## src/rtl/hyperbus_delay_cfg.sv

```systemverilog
// HyperBus delay-line configuration stage.
// Takes a tap request over valid/ready and clamps it to the implemented range.
// A changed value is applied only while the bus is idle, and the bus stays
// blocked for a settle window after the delay-line select changes.
//
// state      | meaning
// -----------+-------------------------------------------------------------
// IDLE       | ready for a request; unchanged requests complete from here
// WAIT_IDLE  | request pending, bus blocked, waiting for bus_idle_i
// APPLY      | bus idle; delay_o takes the pending value on the next edge
// SETTLE     | delay line settling; counter runs down to 0, then done_o
module hyperbus_delay_cfg #(
    parameter int TAP_W         = 3,
    parameter int SETTLE_CYCLES = 4,
    parameter int RST_DELAY     = 0
) (
    input  logic        clk_i,
    input  logic        rst_ni,
    input  logic [31:0] cfg_delay_i,
    input  logic        cfg_valid_i,
    output logic        cfg_ready_o,
    input  logic        bus_idle_i,
    output logic        block_o,
    output logic [31:0] delay_o,
    output logic        done_o,
    output logic        clamp_o
);

    typedef enum logic [1:0] {
        ST_IDLE,
        ST_WAIT_IDLE,
        ST_APPLY,
        ST_SETTLE
    } state_t;

    state_t           state_q;
    state_t           state_d;
    logic [TAP_W-1:0] pend_q;
    logic [TAP_W-1:0] delay_q;
    logic [TAP_W-1:0] req_val;
    logic             req_clamp;
    logic             clamp_flag_q;
    logic             accept;
    logic             same;
    logic [7:0]       cnt_q;
    logic             done_q;
    logic             clamp_out_q;

    // Any set bit above the implemented taps saturates the request to all-ones.
    assign req_clamp = |(cfg_delay_i >> TAP_W);
    assign req_val   = req_clamp ? '1 : cfg_delay_i[TAP_W-1:0];
    assign accept    = cfg_valid_i && (state_q == ST_IDLE);
    assign same      = (req_val == delay_q);

    assign cfg_ready_o = (state_q == ST_IDLE);
    assign block_o     = (state_q != ST_IDLE);
    assign delay_o     = 32'(delay_q);
    assign done_o      = done_q;
    assign clamp_o     = clamp_out_q;

    // Next-state logic.
    always_comb begin
        state_d = state_q;
        case (state_q)
            ST_IDLE:      if (accept && !same) state_d = ST_WAIT_IDLE;
            ST_WAIT_IDLE: if (bus_idle_i) state_d = ST_APPLY;
            ST_APPLY:     state_d = ST_SETTLE;
            ST_SETTLE:    if (cnt_q == 8'd0) state_d = ST_IDLE;
            default:      state_d = ST_IDLE;
        endcase
    end

    // State register.
    always_ff @(posedge clk_i or negedge rst_ni) begin
        if (!rst_ni) begin
            state_q <= ST_IDLE;
        end else begin
            state_q <= state_d;
        end
    end

    // Pending request, delay select, settle counter and completion pulses.
    always_ff @(posedge clk_i or negedge rst_ni) begin
        if (!rst_ni) begin
            pend_q       <= '0;
            clamp_flag_q <= 1'b0;
            delay_q      <= TAP_W'(RST_DELAY);
            cnt_q        <= 8'd0;
            done_q       <= 1'b0;
            clamp_out_q  <= 1'b0;
        end else begin
            done_q      <= 1'b0;
            clamp_out_q <= 1'b0;
            if (accept) begin
                pend_q       <= req_val;
                clamp_flag_q <= req_clamp;
                if (same) begin
                    done_q      <= 1'b1;
                    clamp_out_q <= req_clamp;
                end
            end
            if (state_q == ST_APPLY) begin
                delay_q <= pend_q;
                cnt_q   <= 8'(SETTLE_CYCLES - 1);
            end else if (state_q == ST_SETTLE) begin
                if (cnt_q == 8'd0) begin
                    done_q      <= 1'b1;
                    clamp_out_q <= clamp_flag_q;
                end else begin
                    cnt_q <= cnt_q - 8'd1;
                end
            end
        end
    end

endmodule
```

## config.mk

```make
export PLATFORM = sky130hd
export DESIGN_NAME = hyperbus_delay_cfg
export DESIGN_NICKNAME = d
export VERILOG_FILES = /design/src/rtl/hyperbus_delay_cfg.sv
export SDC_FILE = /design/constraint.sdc
export NUM_CORES = 1
export LEC_CHECK = 0
export CORE_MARGIN = 5
export CORE_UTILIZATION = 55
export CTS_BUF_LIST = sky130_fd_sc_hd__clkbuf_4 sky130_fd_sc_hd__clkbuf_8
export CTS_CLUSTER_DIAMETER = 150
export CTS_CLUSTER_SIZE = 28
export DETAILED_ROUTE_END_ITERATION = 10
export DONT_BUFFER_PORTS = 1
export PLACE_DENSITY_LB_ADDON = 0.08
export SKIP_LAST_GASP = 1
export SLEW_MARGIN = 25
export SYNTH_ARGS = -nofsm -noshare
export SYNTH_HDL_FRONTEND = slang
export SYNTH_SLANG_ARGS = --single-unit
```

## constraint.sdc

```tcl
create_clock -name clk_i -period 7 [get_ports clk_i]
set_input_delay 1.05 -clock clk_i [delete_from_list [all_inputs] [get_ports clk_i]]
set_output_delay 1.05 -clock clk_i [all_outputs]
set_load 0.03 [all_outputs]
```

# ---- Word level (Yosys, flattened, before mapping)
# Index checks and enable logic that the tools add are counted.
dict set report word_totals {
  reg_bits 19
  wordCells 44
  out_inout_bits 36
  in_bits 36
}
dict set report op_classes {
  eq_ne 8
  n_mux 18
  add_sub_neg 1
  reduce_logical 10
}
# cell count
set op_table {}
lappend op_table {{$reduce_or A29 Y1} 1}
lappend op_table {{$mux W8} 3}
lappend op_table {{$mux W1} 10}
lappend op_table {{$logic_not A8 Y1} 1}
lappend op_table {{$pmux W2 S4} 1}
lappend op_table {{$sub A8 B1 Y8 const B} 1}
lappend op_table {{$mux W2} 3}
lappend op_table {{$eq A2 B2 Y1 const B} 2}
lappend op_table {{$ne A2 B1 Y1 const B} 2}
lappend op_table {{$ne A2 B2 Y1 const B} 2}
lappend op_table {{$reduce_bool A2 Y1} 2}
lappend op_table {{$eq A3 B3 Y1} 1}
lappend op_table {{$mux W3} 1}
lappend op_table {{$reduce_and A3 Y1} 1}
lappend op_table {{$eq A2 B1 Y1 const B} 1}
lappend op_table {{$logic_and A1 B1 Y1} 2}
lappend op_table {{$logic_not A2 Y1} 1}
lappend op_table {{$reduce_and A2 Y1} 1}
lappend op_table {{$logic_not A1 Y1} 1}

# ---- Depth between registers and ports, before layout
# Gate-level depths: netlist of the first run.
dict set report depth {
  depth_word 8
  ltp_mapped 8
  depth_no_buf 8
}

# ---- Worst setup path after synthesis of the first run
# Ideal clock, no wire load.
dict set report synth_path {
  path_kind {input -> register}
  start {input port cfg_delay_i[3]}
  end {register state_q[1]}
  setup_time_ns 0.124
  required_ns 6.876
  t_arrival_ns 2.872
  path_buffers 1
  slack_ns 4.005
  cell_stages 6
  cell_sequence {or4_4 or4_4 buf_6 o41ai_4 o21ai_2 a211o_1}
}
dict set report synth_between {
  elab_chain_cells 7
}
# item line
set synth_rtl {}
lappend synth_rtl {{start: declaration} 19} ;# input logic [31:0] cfg_delay_i,
lappend synth_rtl {{$reduce_or A29 Y1} 50} ;# assign req_clamp = |(cfg_delay_i >> TAP_W);
lappend synth_rtl {{$mux W3} 51} ;# assign req_val = req_clamp ? '1 : cfg_delay_i[TAP_W-1:0];
lappend synth_rtl {{$eq A3 B3 Y1} 53} ;# assign same = (req_val == delay_q);
lappend synth_rtl {{$logic_not A1 Y1} 65} ;# ST_IDLE: if (accept && !same) state_d = ST_WAIT_IDLE;
lappend synth_rtl {{$logic_and A1 B1 Y1} 65}
lappend synth_rtl {{$ne A2 B1 Y1 (no source line)} n/a}
lappend synth_rtl {{$reduce_and A3 Y1 (no source line)} n/a}
lappend synth_rtl {{end signal: assignment} 78} ;# state_q <= state_d;
lappend synth_rtl {{end: declaration} 36} ;# state_t state_q;
# Every way passes these cells.
# A chain may end at the register's enable or synchronous reset.

# ---- Final worst setup path of the first run
dict set report layout_path {
  start {register state_q[1]}
  end {output port block_o}
}
dict set report layout_between {
  elab_chain_cells 1
}
# item line
set layout_rtl {}
lappend layout_rtl {{$reduce_bool A2 Y1} 56} ;# assign block_o = (state_q != ST_IDLE);
lappend layout_rtl {{end: declaration} 23} ;# output logic block_o,
# Every way passes these cells.

==> results of run 1 <==
==> routing by layer <==
metal,global-route usage [%],up-vias,part of all wire (%)
met1,17.3,444,38
met5,0,-,0
met2,26.9,55,51
li1,-,442,-
met4,5.06,0,1.0
met3,3.67,2,10
==> sequential cells by signal, summed over array words and instances (netlist names) <==
signal / count
cnt_q: 8
delay_q: 3
state_q: 2
clamp_flag_q: 1
done_o: 1
pend_q: 3
clamp_o: 1
==> worst max-delay path by stage <==
stage                                  end
finish                             block_o
floorplan           state_q[1]$_DFFE_PN0P_
CTS                                block_o
global route                       block_o
global placement    state_q[1]$_DFFE_PN0P_
detailed placement  state_q[1]$_DFFE_PN0P_
==> power groups by stage <==
| stage | registers [mW] | logic, mW | clock network, mW |
|---|---|---|---|
| after CTS | 0.216 | 0.240 | 0.0600 |
| final | 0.215 | 0.238 | 0.0578 |
| after global routing | 0.222 | 0.264 | 0.0663 |
| after floorplan | 0.205 | 0.220 | 0 |
| after detailed placement | 0.218 | 0.240 | 0 |
| after global placement | 0.216 | 0.232 | 0 |
==> cell usage in the layout, fill, tap and decap left out, types with 2 or more instances in the layout <==
cell type	netlist	final
nand4_1	2	2
nor3_1	2	2
nand2_1	7	7
o21ai_0	7	7
a21oi_1	2	2
nor4_1	8	8
xor2_1	2	2
xnor2_1	4	4
a211o_1	2	2
or4_4	2	2
mux2_2	5	5
dfrtp_1	19	19
nor2_1	10	10
or3_1	3	3
ha_1	6	6
conb_1	1	29
inv_1	7	7
nand2b_1	3	3
clkbuf_4	0	3
==> worst reg2reg max path, cell delays in order (launching register included) <==
cell and delay, ns:
dfrtp_1 0.46, or4_1 0.63, o31ai_4 0.40, o21ai_0 0.15, nor2_1 0.14, mux2_2 0.35, a41o_1 0.20
==> per-stage QoR <==
stage / utilization [%] / area [um2] / hold slack [ns]
2_1_floorplan: - / 1500 / 0.444
3_3_place_gp: 53.0 / 1300 / 0.466
3_5_place_dp: 53.0 / 1300 / 0.470
4_1_cts: 54.1 / 1330 / 0.411
5_1_grt: 54.1 / 1330 / 0.386
6_report: 54.1 / 1330 / 0.416
==> kinds of logic (layout without fill, tap and decap cells) <==
family                     count (synthesis)  after routing  synth area share, %
adders and majority gates                  6              6                 5.40
muxes                                      6              6                 4.77
buffers and inverters                     38             11                 18.6
other                                      1             29                0.270
AOI/OAI and AO/OA                         20             20                 12.9
and+or+nand+nor                           45             45                 18.9
DFF                                       19             19                 34.2
xor gates and xnor gates                   7              7                 4.95
==> final cells by class <==
type | instances | area, um2 | area share, %
multi-input combinational | 113 | 761 | 57.3
clock inverter | 1 | 5.00 | 0.377
clock buffer | 3 | 22.5 | 1.70
inverter | 7 | 26.3 | 1.98
tap | 30 | 37.5 | 2.83
sequential | 19 | 475 | 35.8
==> impl_results.md, run 1 <==
* Clock share of power at 11.3%
* Worst path slowest cell: ha_1
* Final period utilization at between 30% and 40%
* Net switching power at ~240 uW
* Worst R2R End: state_q[0]$_DFFE_PN0P_
* CTS tree: done
* Worst min path class: primary input to async pin
* Synth cell count leaders: 29 x buf_4, 19 x dfrtp_1, 10 x nor2_1
* Number of synthesized register bits at 19
* Total die area at 3630 um2
* Inst Count DP at 169
* Crit Path Class: register to output pin
* Max-slew headroom at a little over three fifths
* Initial DRC Count at 13
* Comb power frac at a little under half
* RSZ-0062 raised after global routing: no
* Ys flop type: dfrtp_1
* Vias at ~940
* Pleak at between 0.6 and 0.7 nW
* Die span in x at ~60 um
* Crit. End Element: output pin
* Core footprint at ~2500 um2
* Top cell family by delay on the critical path: adder cells
* DRT Wirelength at between 2000 and 3000 um
* Top cell type's share of synthesized area at 34.2%
* Pin count of the biggest net entering global routing at 20
* Setup WS pre-CTS at 3.99 ns
* Htree depth at 1
* Nets at roughly 190
* Switching portion of total power at a little under half
* Detailed placer's ending HPWL at 2170 um
* CTS root buffer: clkbuf_4
* Setup slack after layout at 4.27 ns
* Post-synth EDFFs at 0
* PostCTS Resize Cnt at 0
* Setup Skew at ~0.0092 ns
* # Max-Cap Violations at 0
* Setup_tns at 0 ns
* Crit-path cells: inv_1 -> ha_1 -> inv_1
* P&R area growth vs syn at -4.50%
* Drt pass-1 iters at 4
* Initial Util at 56.6%
* Wire length per cell at about 15 um
* FFs w/ async S/R, synth at 100%
* Final cell count without fillers at around 170
* Crit start category: register
* # DRC at 0
* Vias in the first global route at 916
* Clk buf depth at 2
* Vias/cell at 5.45
* Post-CTS Setup Repair Bufs at 0
* Crit path depth at 3
* Grt ovf at 0
* PnR Total Power at between 500 and 600 uW
* Clock-pin slew on the worst setup and hold paths at around 0.12 ns
* Fin. Hold Viols at 0
* Global-route wire length before repair at a little over 4000 um
* Worst VDD drop at ~290 uV
* Hold Buf Count CTS at 0
* FMAX at around 370 MHz
* Worst EP required at about 6.0 ns
* Share of final-layout standard cells stronger than drive strength 1 at around 13%
* Cells after Synth at approximately 140
* Syn Area/Cell at 9.79 um2
* # IOs at 72
* GPL Wtd Cong at approximately 0.71
* Int Power at between 200 and 300 uW
* Seq pwr share at between 40 and 50%
* CP arrival at 1.68 ns
* Worst R2R Setup Slack at around 4.6 ns
* Worst slew pin tran at roughly 0.56 ns
* Mapped cell area at around 1400 um2
* Slowest stage delay, CP at between 0.5 and 0.6 ns
* Die span in y at approximately 60 um
* Initial antenna violation count at 0
* Antenna diodes at 0
* Worst Path Buf+Inv at 2
* Synth area leaders: dfrtp_1 34%, buf_4 16%, ha_1 5.4%
* Power Density at about 390 nW/um2
* Routed Antenna Nets at 0
* Seq/Total Area, Yosys at ~34%
* CTS Buf Count at 3
* Count leader, synth: buf_4
* Beginning of the critical path: state_q[1]$_DFFE_PN0P_
* Row count at 18
* Reg2reg path depth at 6
* Skew-Pair Late Insertion Delay at approximately 0.31 ns
* YS warnings at 0
* Worst r2r src: cnt_q[3]$_DFFE_PN0P_
* Post-synthesis cell type count at 40
* Fill cells at about 230
* GRT Total Usage at 15.0%
* Status: finished clean
* Cell mode on critical path: inv_1
* # setup viols final at 0
* Final Slew Violations at 0
* Final Critical Period at 2.73 ns
* Area leader, netlist: dfrtp_1
* Port bufs at 0
* Clk sink count at 19
* Crit-path max FO at 8
Power figures use the tool's default switching activity.
==> run 2, diff against run 1 <==
==> constraint.sdc (replaced) <==
create_clock -name clk_i -period 2.6 [get_ports clk_i]
set_input_delay 0.39 -clock clk_i [delete_from_list [all_inputs] [get_ports clk_i]]
set_output_delay 0.39 -clock clk_i [all_outputs]
set_load 0.03 [all_outputs]
==> run 2 against run 1 <==
Wire length is 4.5% lower. Combinational power grew to 2.8 times the previous value. Worst hold slack worse by 0.16 ns. Critical path depth is 3 higher. Register-to-register slack worse by 4.2 ns. Sequential power grew to 2.7 times the previous value. Sequential cell count stayed put. Non-clock buffer count is 4 higher. Largest power group unchanged.
==> impl_results.md, run 2 (synthesized netlist as in run 1, its figures left out) <==
* Status: finished clean (unchanged)
* Most frequent cells in the layout: 29 x conb_1, 19 x dfrtp_1, 10 x nor2_1, 8 x nor4_1 (unchanged)
* Final period utilization at 86.3%
* Die span in y at 60.3 um (unchanged)
* # DRC at 0 (unchanged)
* CTS root buffer: clkbuf_4 (unchanged)
* CP arrival at 2.44 ns (was 1.68 ns)
* Fin. Hold Viols at 0 (unchanged)
* Vias in the first global route at 924 (was 916)
* GPL Wtd Cong at 0.746 (was 0.711)
* GRT Total Usage at 14.6% (was 15.0%)
* FMAX at 446 MHz
* Hold Path Origin: cfg_valid_i
* Reg2reg path depth at 6 (unchanged)
* Clock-pin slew on the worst setup and hold paths at 0.12 ns (about the same)
* P&R area growth vs syn at -1.98% (was -4.50%)
* Crit start category: register (unchanged)
* Worst R2R End: state_q[0]$_DFFE_PN0P_ (unchanged)
* Detailed placer's ending HPWL at 2090 um (was 2170 um)
* Post-route cell area at 1360 um2 (was 1330 um2)
* DRT Wirelength at 2520 um (was 2640 um)
* Vias/cell at 5.26 (was 5.45)
* # setup viols final at 0 (unchanged)
* Top flop regs: cnt_q x8, delay_q x3, pend_q x3 (unchanged)
* CTS tree: done (unchanged)
* Placed instance area at 1320 um2 (was 1300 um2)
* Max reg flops at 8 (unchanged)
* Hold Buf Count CTS at 1 (was 0)
* Power Density at 1030 nW/um2 (was 385 nW/um2)
* Skew-Pair Late Insertion Delay at 0.30 ns (was 0.31 ns)
* Crit. End Element: register (was output pin)
* Row count at 18 (unchanged)
* Worst R2R Setup Slack at 0.36 ns (was 4.56 ns)
* # Max-Cap Violations at 0 (unchanged)
* Total die area at 3630 um2 (unchanged)
* Initial DRC Count at 6 (was 13)
* Reg with most FFs: cnt_q (unchanged)
* Vias at 931 (was 943)
* Htree depth at 1 (unchanged)
* Setup_tns at 0 ns (unchanged)
* Crit-path max FO at 6 (was 8)
* Drt pass-1 iters at 4 (unchanged)
* Commonest non-fill, non-tap cell in the layout: conb_1 (unchanged)
* Final Slew Violations at 0 (unchanged)
* Final Critical Period at about 2.2 ns
* Initial antenna violation count at 0 (unchanged)
* Antenna diodes at 0 (unchanged)
* Wire length per cell at 14.3 um (was 15.3 um)
* Clk buf depth at 2 (unchanged)
* Global-route wire length before repair at 3940 um (was 4100 um)
* Worst slew pin tran at 0.854 ns (was 0.562 ns)
* Grt ovf at 0 (unchanged)
* Nets at 190 (was 186)
* PostCTS Resize Cnt at 0 (unchanged)
* Setup Skew at 0.0104 ns (was 0.00923 ns)
* Worst min path class: primary input to register (was primary input to async pin)
* Core footprint at 2450 um2 (unchanged)
* Worst EP required at 2.79 ns (was 5.95 ns)
* PnR Total Power at 1.40 mW (was 511 uW)
* RSZ-0062 raised after global routing: no (unchanged)
* Routed Antenna Nets at 0 (unchanged)
* Pleak at 0.664 nW (was 0.649 nW)
* Worst r2r src: cnt_q[3]$_DFFE_PN0P_ (unchanged)
* Pin count of the biggest net entering global routing at 20 (unchanged)
* Footprint of the multi-input gates at 761 um2 (unchanged)
* Max-slew headroom at 42.9% (was 62.5%)
* Initial Util at 56.6% (unchanged)
* Share of final-layout standard cells stronger than drive strength 1 at 14.3% (was 12.6%)
* FF/Latch Area at 475 um2 (unchanged)
* Post-CTS Setup Repair Bufs at 0 (unchanged)
* CTS Buf Count at 3 (unchanged)
* Fill cells at 225 (was 231)
* Clk sink count at 19 (unchanged)
* Worst Hold End: clamp_o$_DFF_PN0_
* Hold Path Depth at 2
* Worst VDD drop at 669 uV (was 286 uV)
* Port bufs at 0 (unchanged)
* # IOs at 72 (unchanged)
* Crit Path Class: register to register (was register to output pin)
* Die span in x at 60.3 um (unchanged)
==> run 2: area by class of cell <==
class                           instances  share of cell area (%)
Inverter                                7                    1.93
Sequential cell                        19                    34.9
Timing Repair Buffer                    4                    2.39
Clock inverter                          1                   0.551
Tap cell                               30                    2.75
Clock buffer                            3                    1.65
Multi-Input combinational cell        113                    55.8
==> run 2: how the worst max path moves through the flow <==
| stage | start | end | slack [ns] | cells after the start |
|---|---|---|---|---|
| global placement | cfg_delay_i[3] | state_q[1]$_DFFE_PN0P_ | 0.28 | 5 |
| detailed placement | cfg_delay_i[3] | state_q[1]$_DFFE_PN0P_ | 0.27 | 5 |
| finish | cnt_q[3]$_DFFE_PN0P_ | state_q[0]$_DFFE_PN0P_ | 0.36 | 6 |
| CTS | cnt_q[3]$_DFFE_PN0P_ | state_q[0]$_DFFE_PN0P_ | 0.34 | 6 |
| floorplan | cfg_delay_i[3] | state_q[1]$_DFFE_PN0P_ | 0.26 | 6 |
| global route | cnt_q[3]$_DFFE_PN0P_ | state_q[0]$_DFFE_PN0P_ | 0.20 | 6 |
==> run 2: metal layers <==
metal / routed length [um] / up-vias / global-route usage (%) / share of wire (%)
met5: 0 / - / 0 / 0
met4: 53 / 0 / 7.59 / 2.1
li1: - / 447 / - / -
met2: 1230 / 53 / 24.7 / 49
met1: 1020 / 427 / 17.6 / 40
met3: 223 / 4 / 2.38 / 8.8
==> run 2: report_power, final <==
part | internal (mW) | switching (mW) | total, mW
registers | 0.402 | 0.173 | 0.575
logic | 0.283 | 0.390 | 0.672
clock network | 0.0585 | 0.0964 | 0.155
==> run 2: per-stage QoR <==
step                      setup slack (ns)  cells  util, %  hold slack, ns
final                                0.357    177     55.5           0.257
after detailed placement             0.265    172     53.9          0.0949
after global placement               0.284    172     53.9          0.0949
after floorplan                      0.265    170        -          0.0944
after CTS                            0.340    177     55.5           0.250
after global routing                 0.196    177     55.5           0.234
==> run 2: critical path, stage by stage (launching register included) <==
cell,delay [ns]
dfrtp_1,0.45
or4_1,0.63
o31ai_4,0.28
o21ai_0,0.12
nor2_1,0.11
mux2_2,0.34
a41o_1,0.20
